`src/rtl/alu_arbiter_pkg.sv`:
```
// Purpose : shared types and opcode constants for the two-requester ALU arbiter.
// Latency : n/a (declarations only).
// Backpressure: n/a.
package alu_arbiter_pkg;

  // Controller states: IDLE accepts, EXEC computes, RESP presents the result.
  typedef enum logic [1:0] {
    IDLE = 2'd0,
    EXEC = 2'd1,
    RESP = 2'd2
  } state_t;

  localparam logic [2:0] OP_PASS = 3'd0;  // a
  localparam logic [2:0] OP_NOT  = 3'd1;  // ~a
  localparam logic [2:0] OP_AND  = 3'd2;  // a & b
  localparam logic [2:0] OP_ADD  = 3'd3;  // a + b (wraps)
  localparam logic [2:0] OP_NOR  = 3'd4;  // ~(a | b)
  localparam logic [2:0] OP_NAND = 3'd5;  // ~(a & b)
  localparam logic [2:0] OP_SUB  = 3'd6;  // a - b (wraps)
  localparam logic [2:0] OP_SLT  = 3'd7;  // unsigned a < b, zero-extended

endpackage

```
`src/rtl/alu_arbiter_if.sv`:
```
// Purpose : bundles both requester ports, the response port and busy.
// Latency : n/a (wiring only).
// Backpressure: reqX_ready / rsp_ready handshakes carried through unchanged.
// Ports   : req0_*/req1_* (valid, ready, op, a, b), rsp_* (valid, ready, id, data), busy.
interface alu_arbiter_if #(
  parameter int n = 32
);
  logic         req0_valid;
  logic         req0_ready;
  logic [2:0]   req0_op;
  logic [n-1:0] req0_a;
  logic [n-1:0] req0_b;

  logic         req1_valid;
  logic         req1_ready;
  logic [2:0]   req1_op;
  logic [n-1:0] req1_a;
  logic [n-1:0] req1_b;

  logic         rsp_valid;
  logic         rsp_ready;
  logic         rsp_id;
  logic [n-1:0] rsp_data;

  logic         busy;

  // Requester/consumer side.
  modport master (
    output req0_valid, req0_op, req0_a, req0_b,
    output req1_valid, req1_op, req1_a, req1_b,
    output rsp_ready,
    input  req0_ready, req1_ready,
    input  rsp_valid, rsp_id, rsp_data, busy
  );

  // Arbiter side.
  modport slave (
    input  req0_valid, req0_op, req0_a, req0_b,
    input  req1_valid, req1_op, req1_a, req1_b,
    input  rsp_ready,
    output req0_ready, req1_ready,
    output rsp_valid, rsp_id, rsp_data, busy
  );

endinterface

```
`src/rtl/alu_arbiter_alu.sv`:
```
// Purpose : purely combinational n-bit ALU with eight operations.
// Latency : 0 cycles (combinational).
// Backpressure: none; output follows inputs.
// Ports   : i_op opcode, i_a/i_b operands, o_y result.
module alu_arbiter_alu
  import alu_arbiter_pkg::*;
#(
  parameter int n = 32
) (
  input  logic [2:0]   i_op,
  input  logic [n-1:0] i_a,
  input  logic [n-1:0] i_b,
  output logic [n-1:0] o_y
);

  always_comb begin
    o_y = '0;
    case (i_op)
      OP_PASS: o_y = i_a;
      OP_NOT:  o_y = ~i_a;
      OP_AND:  o_y = i_a & i_b;
      OP_ADD:  o_y = i_a + i_b;
      OP_NOR:  o_y = ~(i_a | i_b);
      OP_NAND: o_y = ~(i_a & i_b);
      OP_SUB:  o_y = i_a - i_b;
      OP_SLT:  o_y[0] = (i_a < i_b);
      default: o_y = '0;
    endcase
  end

endmodule

```
`src/rtl/alu_arbiter.sv`:
```
// Purpose : round-robin arbiter sharing one ALU between two requesters.
// Latency : handshake cycle T -> rsp_valid from edge T+2; 1 op per 3 cycles max.
// Backpressure: reqX_ready only in IDLE; RESP holds result until rsp_ready.
// Ports   : clk, rst_n (async, active-low), bus (alu_arbiter_if.slave).
module alu_arbiter
  import alu_arbiter_pkg::*;
#(
  parameter int n = 32
) (
  input  logic         clk,
  input  logic         rst_n,
  alu_arbiter_if.slave bus
);

  state_t       r_state;
  state_t       w_state_nxt;
  logic         r_last_grant;   // requester granted most recently
  logic [2:0]   r_op;
  logic [n-1:0] r_a;
  logic [n-1:0] r_b;
  logic         r_id;
  logic [n-1:0] r_rsp_data;
  logic         r_rsp_id;
  logic         w_grant0;
  logic         w_grant1;
  logic         w_accept;
  logic [n-1:0] w_alu_y;

  // Next-state and grant logic. Grants are also gated by rst_n so no ready
  // escapes while reset is held (state already reads IDLE then).
  always_comb begin
    w_state_nxt = r_state;
    w_grant0    = 1'b0;
    w_grant1    = 1'b0;
    case (r_state)
      IDLE: begin
        if (rst_n) begin
          // On a tie the requester not granted last wins.
          w_grant0 = bus.req0_valid && (!bus.req1_valid || r_last_grant);
          w_grant1 = bus.req1_valid && (!bus.req0_valid || !r_last_grant);
        end
        if (w_grant0 || w_grant1) begin
          w_state_nxt = EXEC;
        end
      end
      EXEC: w_state_nxt = RESP;
      RESP: begin
        if (bus.rsp_ready) begin
          w_state_nxt = IDLE;
        end
      end
      default: w_state_nxt = IDLE;
    endcase
  end

  assign w_accept = w_grant0 || w_grant1;

  always_ff @(posedge clk or negedge rst_n) begin
    if (!rst_n) begin
      r_state <= IDLE;
    end else begin
      r_state <= w_state_nxt;
    end
  end

  // Operand capture on accept; result capture at the end of EXEC.
  always_ff @(posedge clk or negedge rst_n) begin
    if (!rst_n) begin
      r_last_grant <= 1'b1;
      r_op         <= '0;
      r_a          <= '0;
      r_b          <= '0;
      r_id         <= 1'b0;
      r_rsp_data   <= '0;
      r_rsp_id     <= 1'b0;
    end else begin
      if (w_accept) begin
        r_op         <= w_grant1 ? bus.req1_op : bus.req0_op;
        r_a          <= w_grant1 ? bus.req1_a  : bus.req0_a;
        r_b          <= w_grant1 ? bus.req1_b  : bus.req0_b;
        r_id         <= w_grant1;
        r_last_grant <= w_grant1;
      end
      if (r_state == EXEC) begin
        r_rsp_data <= w_alu_y;
        r_rsp_id   <= r_id;
      end
    end
  end

  alu_arbiter_alu #(
    .n (n)
  ) u_alu (
    .i_op (r_op),
    .i_a  (r_a),
    .i_b  (r_b),
    .o_y  (w_alu_y)
  );

  assign bus.req0_ready = w_grant0;
  assign bus.req1_ready = w_grant1;
  assign bus.rsp_valid  = (r_state == RESP);
  assign bus.rsp_id     = r_rsp_id;
  assign bus.rsp_data   = r_rsp_data;
  assign bus.busy       = (r_state != IDLE);

endmodule

```
`src/flat_wrapper.sv`:
```
// flat-port wrapper written by rule: the top's interface ports become plain ports
module alu_arbiter_flat import alu_arbiter_pkg::*;
#(
  parameter int n = 32
)
  (clk, rst_n, bus_req0_valid, bus_req0_op, bus_req0_a, bus_req0_b, bus_req1_valid, bus_req1_op, bus_req1_a, bus_req1_b, bus_rsp_ready, bus_req0_ready, bus_req1_ready, bus_rsp_valid, bus_rsp_id, bus_rsp_data, bus_busy);
  alu_arbiter_if #(.n(n)) bus_i ();
  input  logic clk;
  input  logic rst_n;
  input wire logic [$bits(bus_i.req0_valid)-1:0] bus_req0_valid;
  input wire logic [$bits(bus_i.req0_op)-1:0] bus_req0_op;
  input wire logic [$bits(bus_i.req0_a)-1:0] bus_req0_a;
  input wire logic [$bits(bus_i.req0_b)-1:0] bus_req0_b;
  input wire logic [$bits(bus_i.req1_valid)-1:0] bus_req1_valid;
  input wire logic [$bits(bus_i.req1_op)-1:0] bus_req1_op;
  input wire logic [$bits(bus_i.req1_a)-1:0] bus_req1_a;
  input wire logic [$bits(bus_i.req1_b)-1:0] bus_req1_b;
  input wire logic [$bits(bus_i.rsp_ready)-1:0] bus_rsp_ready;
  output wire logic [$bits(bus_i.req0_ready)-1:0] bus_req0_ready;
  output wire logic [$bits(bus_i.req1_ready)-1:0] bus_req1_ready;
  output wire logic [$bits(bus_i.rsp_valid)-1:0] bus_rsp_valid;
  output wire logic [$bits(bus_i.rsp_id)-1:0] bus_rsp_id;
  output wire logic [$bits(bus_i.rsp_data)-1:0] bus_rsp_data;
  output wire logic [$bits(bus_i.busy)-1:0] bus_busy;
  assign bus_i.req0_valid = bus_req0_valid;
  assign bus_i.req0_op = bus_req0_op;
  assign bus_i.req0_a = bus_req0_a;
  assign bus_i.req0_b = bus_req0_b;
  assign bus_i.req1_valid = bus_req1_valid;
  assign bus_i.req1_op = bus_req1_op;
  assign bus_i.req1_a = bus_req1_a;
  assign bus_i.req1_b = bus_req1_b;
  assign bus_i.rsp_ready = bus_rsp_ready;
  assign bus_req0_ready = bus_i.req0_ready;
  assign bus_req1_ready = bus_i.req1_ready;
  assign bus_rsp_valid = bus_i.rsp_valid;
  assign bus_rsp_id = bus_i.rsp_id;
  assign bus_rsp_data = bus_i.rsp_data;
  assign bus_busy = bus_i.busy;
  alu_arbiter #(.n(n)) u_core (.clk(clk), .rst_n(rst_n), .bus(bus_i));
endmodule
```
`config.mk`:
```
export PLATFORM = sky130hd
export DESIGN_NAME = alu_arbiter_flat
export DESIGN_NICKNAME = d
export VERILOG_FILES = /design/src/rtl/alu_arbiter_pkg.sv /design/src/rtl/alu_arbiter_if.sv /design/src/rtl/alu_arbiter_alu.sv /design/src/rtl/alu_arbiter.sv /design/src/flat_wrapper.sv
export SDC_FILE = /design/constraint.sdc
export NUM_CORES = 1
export LEC_CHECK = 0
export ABC_AREA = 1
export CAP_MARGIN = 25
export CORE_MARGIN = 5
export CORE_UTILIZATION = 55
export CTS_CLUSTER_DIAMETER = 80
export DETAILED_ROUTE_END_ITERATION = 7
export PLACE_DENSITY = 0.77
export SKIP_LAST_GASP = 1
export SYNTH_ARGS = -nofsm -noshare
export SYNTH_HDL_FRONTEND = slang
export SYNTH_SLANG_ARGS = --single-unit
```
`constraint.sdc`:
```
create_clock -name clk -period 3 [get_ports clk]
set_clock_uncertainty 0.05 [all_clocks]
set_input_delay 0.6 -clock clk [delete_from_list [all_inputs] [get_ports clk]]
set_output_delay 0.6 -clock clk [all_outputs]
set_load 0.02 [all_outputs]
```
Word level (Yosys, flattened, before mapping)
Index checks and enable logic that the tools add are counted.
{ "totals": {"reg_bits": 104, "in_bits": 139, "output_inout_bits": 37, "word_cells": 54} }
{ "op_classes": {"add_sub_neg": 2, "order_cmp": 1, "n_eq_ne": 11, "n_mux": 14, "bitwise": 5, "n_reduce_logical": 13} }
{ "ops": {"columns": ["cell", "n"], "rows": [
  ["31-bit one-hot mux with 7 select lines", 1],
  ["32-bit inverter", 3],
  ["32-bit 2-to-1 mux", 2],
  ["32-bit adder", 1],
  ["32-bit bitwise AND", 1],
  ["32-bit < comparator", 1],
  ["32-bit bitwise OR", 1],
  ["32-bit subtractor", 1],
  ["3-bit equality test (second input constant)", 4],
  ["1-bit one-hot mux with 8 select lines", 1],
  ["3-bit by 2-bit equality test with 1-bit output (second input constant)", 2],
  ["1-bit 2-to-1 mux", 6],
  ["2-bit one-hot mux with 3 select lines", 1],
  ["1-bit logical OR", 4],
  ["2-bit 2-to-1 mux", 2],
  ["3-bit by 1-bit equality test with 1-bit output (second input constant)", 1],
  ["1-bit logical NOT", 3],
  ["3-bit logical NOT", 1],
  ["3-bit 2-to-1 mux", 1],
  ["2-bit by 1-bit equality test with 1-bit output (second input constant)", 1],
  ["2-bit equality test (second input constant)", 1],
  ["1-bit logical AND", 2],
  ["2-bit logical NOT", 1],
  ["2-bit by 1-bit != test with 1-bit output (second input constant)", 1],
  ["3 further kinds", 3]
]} }

Logic depth before layout (Yosys ltp)
Gate-level depths: netlist of the first run.
{ "logic_depth": {"depth_word": 8, "mapped_depth": 17, "ltp_nobuf": 16} }

By module
From an unflattened synthesis of the first run, not the netlist that was laid out.
{ "unflattened": {"cells_unflattened": 2066, "area_unflattened_um2": 12229.2} }
{ "modules_own_cells": {"columns": ["mod", "n_inst", "cells_each", "area_each_um2", "seq_area_each_um2"], "rows": [
  ["alu_arbiter_alu", 1, 1390, 6934.2, 0.0],
  ["alu_arbiter", 1, 676, 5295.1, 2603.7]
]} }

Worst setup path after synthesis of the first run
No wires, ideal clock.
{ "synth_path": {"path_kind": "input-to-output", "startpoint": "input bus_req1_valid", "endpoint": "output bus_req0_ready", "arrival_ns": 1.384, "required_time_ns": 2.350, "slack_ns": 0.966, "stages": 4, "n_path_buf": 1, "path_cell_list": "inv_1 > o21ai_0 > nor2_1 > clkbuf_1"} }
{ "synth_between": {"elab_chain_cells": 6} }
{ "synth_lines": {"columns": ["element", "line_no", "source"], "rows": [
  ["start: declaration", "flat_wrapper.sv:14", "input wire logic [$bits(bus_i.req1_valid)-1:0] bus_req1_valid;"],
  ["1-bit logical NOT", "alu_arbiter.sv:39", "w_grant0 = bus.req0_valid && (!bus.req1_valid || r_last_grant);"],
  ["1-bit logical OR", "alu_arbiter.sv:39", null],
  ["1-bit logical AND", "alu_arbiter.sv:39", null],
  ["1-bit 2-to-1 mux", "alu_arbiter.sv:37", "if (rst_n) begin"],
  ["1-bit 2-to-1 mux (2 in a row)", "alu_arbiter.sv:35", "case (r_state)"],
  ["end: declaration", "flat_wrapper.sv:19", "output wire logic [$bits(bus_i.req0_ready)-1:0] bus_req0_ready;"]
]} }
Every way passes these cells. The select of a mux whose other input is x is not followed.

Final worst setup path of the first run
{ "layout_path": {"startpoint": "register u_core.r_a[6]", "endpoint": "register u_core.r_rsp_data[19], in the netlist u_core.bus.rsp_data[19]"} }
{ "layout_between": {"elab_chain_cells": 2, "elab_cells_between_ends": 3, "cone_classes": "2 x add/sub; 1 x mux"} }
{ "layout_lines": {"columns": ["element", "line_no", "source"], "rows": [
  ["start: declaration", "alu_arbiter.sv:19", "logic [n-1:0] r_a;"],
  ["start signal: assignment", "alu_arbiter.sv:79", "r_a <= w_grant1 ? bus.req1_a : bus.req0_a;"],
  ["32-bit subtractor or 32-bit adder (tied branches)", "alu_arbiter_alu.sv:25, alu_arbiter_alu.sv:22", null],
  ["31-bit one-hot mux with 7 select lines *", "alu_arbiter_alu.sv:18", "case (i_op)"],
  ["end signal: assignment", "alu_arbiter.sv:85", "r_rsp_data <= w_alu_y;"],
  ["end: declaration", "alu_arbiter.sv:22", "logic [n-1:0] r_rsp_data;"]
]} }
Every way passes the cells marked *; elsewhere a longest branch is shown, timed or not.
A chain may end at the register's enable or synchronous reset.

==> results of run 1 <==
==> cell usage after synthesis, drive strengths merged <==
cell type | instances | share of area (%)
nand2 | 553 | 19
inv | 311 | 10
nand3 | 167 | 7.5
nor2 | 165 | 5.6
a21oi | 116 | 5.2
ha | 115 | 13
dfrtp | 103 | 23
o22ai | 78 | 4.4
o21ai | 76 | 3.4
buf | 44 | 1.9
clkbuf | 36 | 1.2
a211oi | 21 | 1.4
nand4 | 13 | 0.73
nor3 | 10 | 0.45
o21bai | 8 | 0.54
nor4 | 5 | 0.28
o2111ai | 5 | 0.39
o221ai | 5 | 0.39
a311oi | 4 | 0.31
a31oi | 4 | 0.22
and2 | 4 | 0.22
fa | 2 | 0.36
xor2 | 2 | 0.16
a21o | 1 | 0.067
and3 | 1 | 0.056
clkinv | 1 | 0.033
dfstp | 1 | 0.23
mux2i | 1 | 0.089
nand3b | 1 | 0.067
==> placed cells by master, fill, tap and decap left out, types with 5 or more instances in the layout <==
cell type / n
clkdlybuf4s50_1: 174
nand4_1: 13
nand2_1: 551
dfrtp_1: 103
o21ai_1: 7
o21bai_1: 8
a21oi_1: 116
ha_1: 115
nor4_1: 5
clkbuf_16: 9
buf_4: 23
nand3_1: 166
inv_1: 305
inv_2: 6
nor2_1: 161
o2111ai_1: 5
o21ai_0: 68
o22ai_1: 78
a211oi_1: 21
nor3_1: 10
o221ai_1: 5
==> state kept, by name (all words and copies together), names as in the netlist <==
signal               flops
u_core.r_last_grant      1
u_core.r_a              32
u_core.bus.rsp_id        1
u_core.r_state           2
u_core.bus.rsp_data     32
u_core.r_b              32
u_core.r_op              3
u_core.r_id              1
==> per-stage QoR <==
stage	cell area, µm²	std cells
6_report	13400	2257
5_1_grt	13400	2257
4_1_cts	13400	2257
3_5_place_dp	13100	2241
3_3_place_gp	13100	2241
2_1_floorplan	11200	1853
==> kinds of logic (layout without fill, tap and decap cells) <==
logic type,after synthesis,after routing,share of synthesized area [%]
AO/OA/AOI/OAI,318,318,16.3
XOR/XNOR,2,2,0.156
adder cells (fa/ha/maj),117,117,13.2
buffers and inverters,392,526,13.6
flip-flops,104,104,23.2
multiplexers,1,1,0.0893
AND/OR/NAND/NOR,919,919,33.4
==> path summary, 6_finish.rpt <==
check | start | endpoint | slack (ns) | cells after the start
min in group clk | u_core.bus.rsp_data[15]$_DFFE_PN0N_ | u_core.bus.rsp_data[15]$_DFFE_PN0N_ | 0.43 | 2
max in group asynchronous | rst_n | u_core.bus.rsp_data[28]$_DFFE_PN0N_ | 1.39 | 3
max reg2reg | u_core.r_a[6]$_DFFE_PN0P_ | u_core.bus.rsp_data[19]$_DFFE_PN0N_ | 0.30 | 15
min reg2reg | u_core.bus.rsp_data[15]$_DFFE_PN0N_ | u_core.bus.rsp_data[15]$_DFFE_PN0N_ | 0.43 | 2
max | u_core.r_a[6]$_DFFE_PN0P_ | u_core.bus.rsp_data[19]$_DFFE_PN0N_ | 0.30 | 15
min | rst_n | u_core.r_state[1]$_DFFE_PN0P_ | 0.27 | 2
==> routing by layer <==
| metal | routed length, µm | global-route usage [%] | vias up |
|---|---|---|---|
| met2 | 17600 | 51.5 | 765 |
| met1 | 17800 | 49.4 | 5848 |
| li1 | - | - | 6175 |
| met5 | 7 | 0 | - |
| met3 | 5170 | 9.34 | 91 |
| met4 | 1110 | 11.2 | 2 |
==> layout make-up <==
| type | instances | area [µm²] | area share, % |
|---|---|---|---|
| timing repair buffer | 198 | 1930 | 14.4 |
| sequential | 104 | 2600 | 19.4 |
| clock buffer | 11 | 243 | 1.81 |
| inverter | 312 | 1170 | 8.72 |
| clock inverter | 5 | 41.3 | 0.307 |
| tap | 270 | 338 | 2.52 |
| multi-input combinational | 1357 | 7100 | 52.9 |
==> flow_summary_export.csv, run 1 <==
group,metric,value,unit
synthesis,ys_seq_area_share,23.2,%
clock_tree,clk_pin_slew_worst_paths,0.09,ns
critical_path,worstPathCellList,"inv_1 -> ha_1 -> nand2_1 -> nor2_1 -> nand3_1 -> nand2_1 -> nand2_1 -> nand2_1 -> nand3_1 -> nand2_1 -> nand2_1 -> nand3_1 -> nand3_1 -> nand2_1 -> nand2_1",
clock_tree,post_cts_buffers,0,
critical_path,cp_data_required_time,3.22,ns
route,drtPass1Iterations,6,
timing,fin_ws,0.298,ns
timing,maxSlewHeadroom,48.0,%
min_path,holdCritPathClass,"primary input to async pin",
route,wl_per_cell,18.5,µm
synthesis,synth_cell_types,36,
status,outcome,"complete, no violations",
route,wl,41700,µm
clock_tree,htreeDepth,3,
floorplanning,die_y,153,µm
global_route,overflow,0,
finish,nFillCells,1852,
timing,hold_viol,0,
synthesis,syn_nets,2109,
timing,timing.setup.tns,0,ns
critical_path,crit_family,"simple AND/OR/NAND/NOR gates",
critical_path,cpMostUsedCell,"nand2_1",
finish,final_nets,2238,
timing,holdWs,0.271,ns
timing,fin_crit,2.70,ns
clock_tree,cts-hold-fix-buffers,0,
critical_path,cp_slowest_cell,"dfrtp_1",
critical_path,endpoint_kind,"register",
flow_run,drv_cap,0,
floorplanning,start_util,55.6,%
place,portBuffers,175,
route,drc_errors,0,
critical_path,critPathKind,"register to register",
timing,fmax,0.370,GHz
floorplanning,row_count,52,
global_route,grt_usage,34.8,%
finish,area_growth_syn_to_layout,19.8,%
critical_path,cpPeakStageDelay,0.44,ns
route,viasPerCell,5.71,
clock_tree,ctsRootBufferMaster,"clkbuf_16",
global_route,grt_pass1_wl,65500,µm
floorplanning,core,20200,µm²
finish,drive_gt1_share,2.72,%
clock_tree,clk_path_buf_depth,2,
timing,fin_crit_sh,90.1,%
timing,worst_pin_slew,0.780,ns
global_route,antenna_found_initial,1,
clock_tree,clock_latency,0.37,ns
global_route,grt_pass1_vias,12400,
route,vias,12900,
synthesis,synth_seq_cells,104,
place,pre_cts_ws,0.250,ns
floorplanning,die_w,153,µm
floorplanning,ios,176,
global_route,grt_max_degree,71,
synthesis,avgSynthCellArea,6.05,µm²
clock_tree,clock-sinks,104,
finish,diodes,0,
route,drt_iter0_drc,1443,
clock_tree,cts-resized-gates,0,
route,ant_nets,0,
critical_path,crit_buf_inv,1,
clock_tree,cts_tree,"built",
synthesis,yosysWarnings,0,
floorplanning,die_area,23300,µm²
synthesis,synth_cells,1853,
critical_path,cp.arrival,2.92,ns
critical_path,crit_fanout,9,
finish,final_core_util,66.6,%
timing,rsz0062_at_grt,"false",
place,globalplace.congestion,1.00,
clock_tree,cts_buffers,9,
place,dpl.hpwl,32600,µm
synthesis,syn_area,11200,µm²
timing,maxSlewViolCount,0,
timing,setup_violations,0,
critical_path,startpoint_type,"register",
Power of run 1 is left out: the tool's default activity adds up to more than one toggle a clock period on the data nets, which glitch-free logic cannot reach.
==> run 2: changes to the inputs <==
--- a/config.mk
+++ b/config.mk
@@ -13,6 +13,7 @@
 export DETAILED_ROUTE_END_ITERATION = 7
 export PLACE_DENSITY = 0.77
 export SKIP_LAST_GASP = 1
+export SLEW_MARGIN = 0
 export SYNTH_ARGS = -nofsm -noshare
 export SYNTH_HDL_FRONTEND = slang
 export SYNTH_SLANG_ARGS = --single-unit
==> results of run 2 <==
Final layout, timing and power as in run 1 (identical DEF).
Power of run 2 is left out for the same reason.
==> run 3: changes to the inputs <==
--- a/config.mk
+++ b/config.mk
@@ -11,7 +11,7 @@
 export CORE_UTILIZATION = 55
 export CTS_CLUSTER_DIAMETER = 80
 export DETAILED_ROUTE_END_ITERATION = 7
-export PLACE_DENSITY = 0.77
+export PLACE_DENSITY_LB_ADDON = 0.1
 export SKIP_LAST_GASP = 1
 export SLEW_MARGIN = 0
 export SYNTH_ARGS = -nofsm -noshare
==> run 3 against run 2 <==
Core utilization up 0.69 points. Register-to-register slack about the same. Sequential share of layout area down 0.20 points. Die area unchanged. Via count about the same. Maximum frequency up 0.43%. Global-route usage up 0.13 points. Wire length down 0.48%. Non-clock buffer count up 11. Critical path depth down 9. Sequential cell count unchanged.
==> flow_summary_export.csv, run 3 (synthesis results as in run 1) <==
group,metric,value,unit
critical_path,cpPeakStageDelay,0.54,ns
finish,final_cell_mix,"nand2_1 (551), inv_1 (305), clkdlybuf4s50_1 (174)",
place,dpl.hpwl,32800,µm
global_route,antenna_found_initial,0,
clock_tree,cts-resized-gates,0,
timing,fin_crit,2.69,ns
critical_path,cp_data_required_time,2.35,ns
route,wl,41500,µm
place,portBuffers,175,
timing,maxSlewHeadroom,43.1,%
finish,nFillCells,1860,
route,ant_nets,0,
finish,final_nets,2249,
clock_tree,clock_latency,0.37,ns
route,wl_per_cell,18.3,µm
critical_path,worstPathCellList,"clkdlybuf4s50_1 -> inv_1 -> o21ai_0 -> buf_4 -> nor2_4 -> clkdlybuf4s50_1",
floorplanning,ios,176,
floorplanning,die_y,153,µm
global_route,grt_pass1_wl,65300,µm
floorplanning,row_count,52,
timing,fmax,0.372,GHz
global_route,grt_usage,34.9,%
clock_tree,clock-sinks,104,
timing,hold_viol,0,
critical_path,endpoint_kind,"output port",
route,drc_errors,0,
global_route,grt_pass1_vias,12400,
finish,area_growth_syn_to_layout,21.1,%
critical_path,cp_slowest_cell,"clkdlybuf4s50_1",
clock_tree,htreeDepth,3,
status,outcome,"complete, no violations",
critical_path,startpoint_type,"primary input",
critical_path,critPathKind,"primary input to output port",
floorplanning,die_area,23300,µm²
critical_path,cp.arrival,2.04,ns
route,viasPerCell,5.68,
global_route,overflow,0,
clock_tree,clk_path_buf_depth,2,
critical_path,cpMostUsedCell,"clkdlybuf4s50_1",
clock_tree,cts_buffers,9,
timing,timing.setup.tns,0,ns
finish,area.sequential,2600,µm²
critical_path,crit_fanout,3,
clock_tree,cts-hold-fix-buffers,0,
finish,multi_input_area,7100,µm²
place,globalplace.congestion,1.01,
floorplanning,die_w,153,µm
critical_path,crit_buf_inv,4,
min_path,holdCritPathClass,"primary input to async pin",
route,vias,12900,
finish,final_common_cell,"nand2_1",
route,drtPass1Iterations,6,
timing,fin_crit_sh,89.7,%
critical_path,crit_family,"buffers and inverters",
clock_tree,post_cts_buffers,0,
timing,rsz0062_at_grt,"false",
finish,design_area,13600,µm²
flow_run,drv_cap,0,
floorplanning,start_util,55.6,%
global_route,grt_max_degree,71,
finish,drive_gt1_share,3.25,%
clock_tree,ctsRootBufferMaster,"clkbuf_16",
clock_tree,clk_pin_slew_worst_paths,0.08,ns
place,place_area,13300,µm²
route,drt_iter0_drc,1397,
timing,setup_violations,0,
timing,maxSlewViolCount,0,
timing,worst_pin_slew,0.853,ns
clock_tree,cts_tree,"built",
finish,diodes,0,
floorplanning,core,20200,µm²
## run 3: layout make-up
| cell class | instances | share of cell area, % |
|---|---|---|
| multi-input combinational | 1357 | 52.3 |
| sequential | 104 | 19.2 |
| timing repair buffer | 209 | 15.1 |
| inverter | 312 | 8.63 |
| tap | 270 | 2.49 |
| clock buffer | 10 | 1.69 |
| clock inverter | 6 | 0.553 |
## run 3: final timing paths
kind,from,endpoint,slack [ns],cells past startpoint
max,bus_req1_valid,bus_req0_ready,0.31,6
min,rst_n,u_core.bus.rsp_data[5]$_DFFE_PN0N_,0.36,2
max reg2reg,u_core.r_a[2]$_DFFE_PN0P_,u_core.bus.rsp_data[23]$_DFFE_PN0N_,0.31,15
min reg2reg,u_core.bus.rsp_data[14]$_DFFE_PN0N_,u_core.bus.rsp_data[14]$_DFFE_PN0N_,0.43,2
max in group asynchronous,rst_n,u_core.r_a[19]$_DFFE_PN0P_,1.24,3
min in group clk,u_core.bus.rsp_data[14]$_DFFE_PN0N_,u_core.bus.rsp_data[14]$_DFFE_PN0N_,0.43,2
## run 3: per-stage QoR
stage               utilization (%)  hold WS [ns]  setup slack (ns)  std cells
detailed placement             65.8         0.414             0.321       2252
global route                   67.3         0.394             0.156       2268
finish                         67.3         0.355             0.310       2268
global placement               65.8         0.411             0.347       2252
floorplan                         -         0.254             0.966       1853
CTS                            67.3         0.338             0.310       2268
## run 3: layer usage
layer | share of wire (%) | vias to the layer above | wire, µm | global-route usage [%]
met4 | 3.0 | 0 | 1230 | 10.6
met2 | 42 | 695 | 17300 | 51.5
met5 | 0 | - | 0 | 0
met1 | 44 | 5903 | 18100 | 49.6
met3 | 12 | 83 | 4910 | 10.2
li1 | - | 6191 | - | -
Power of run 3 is left out for the same reason.
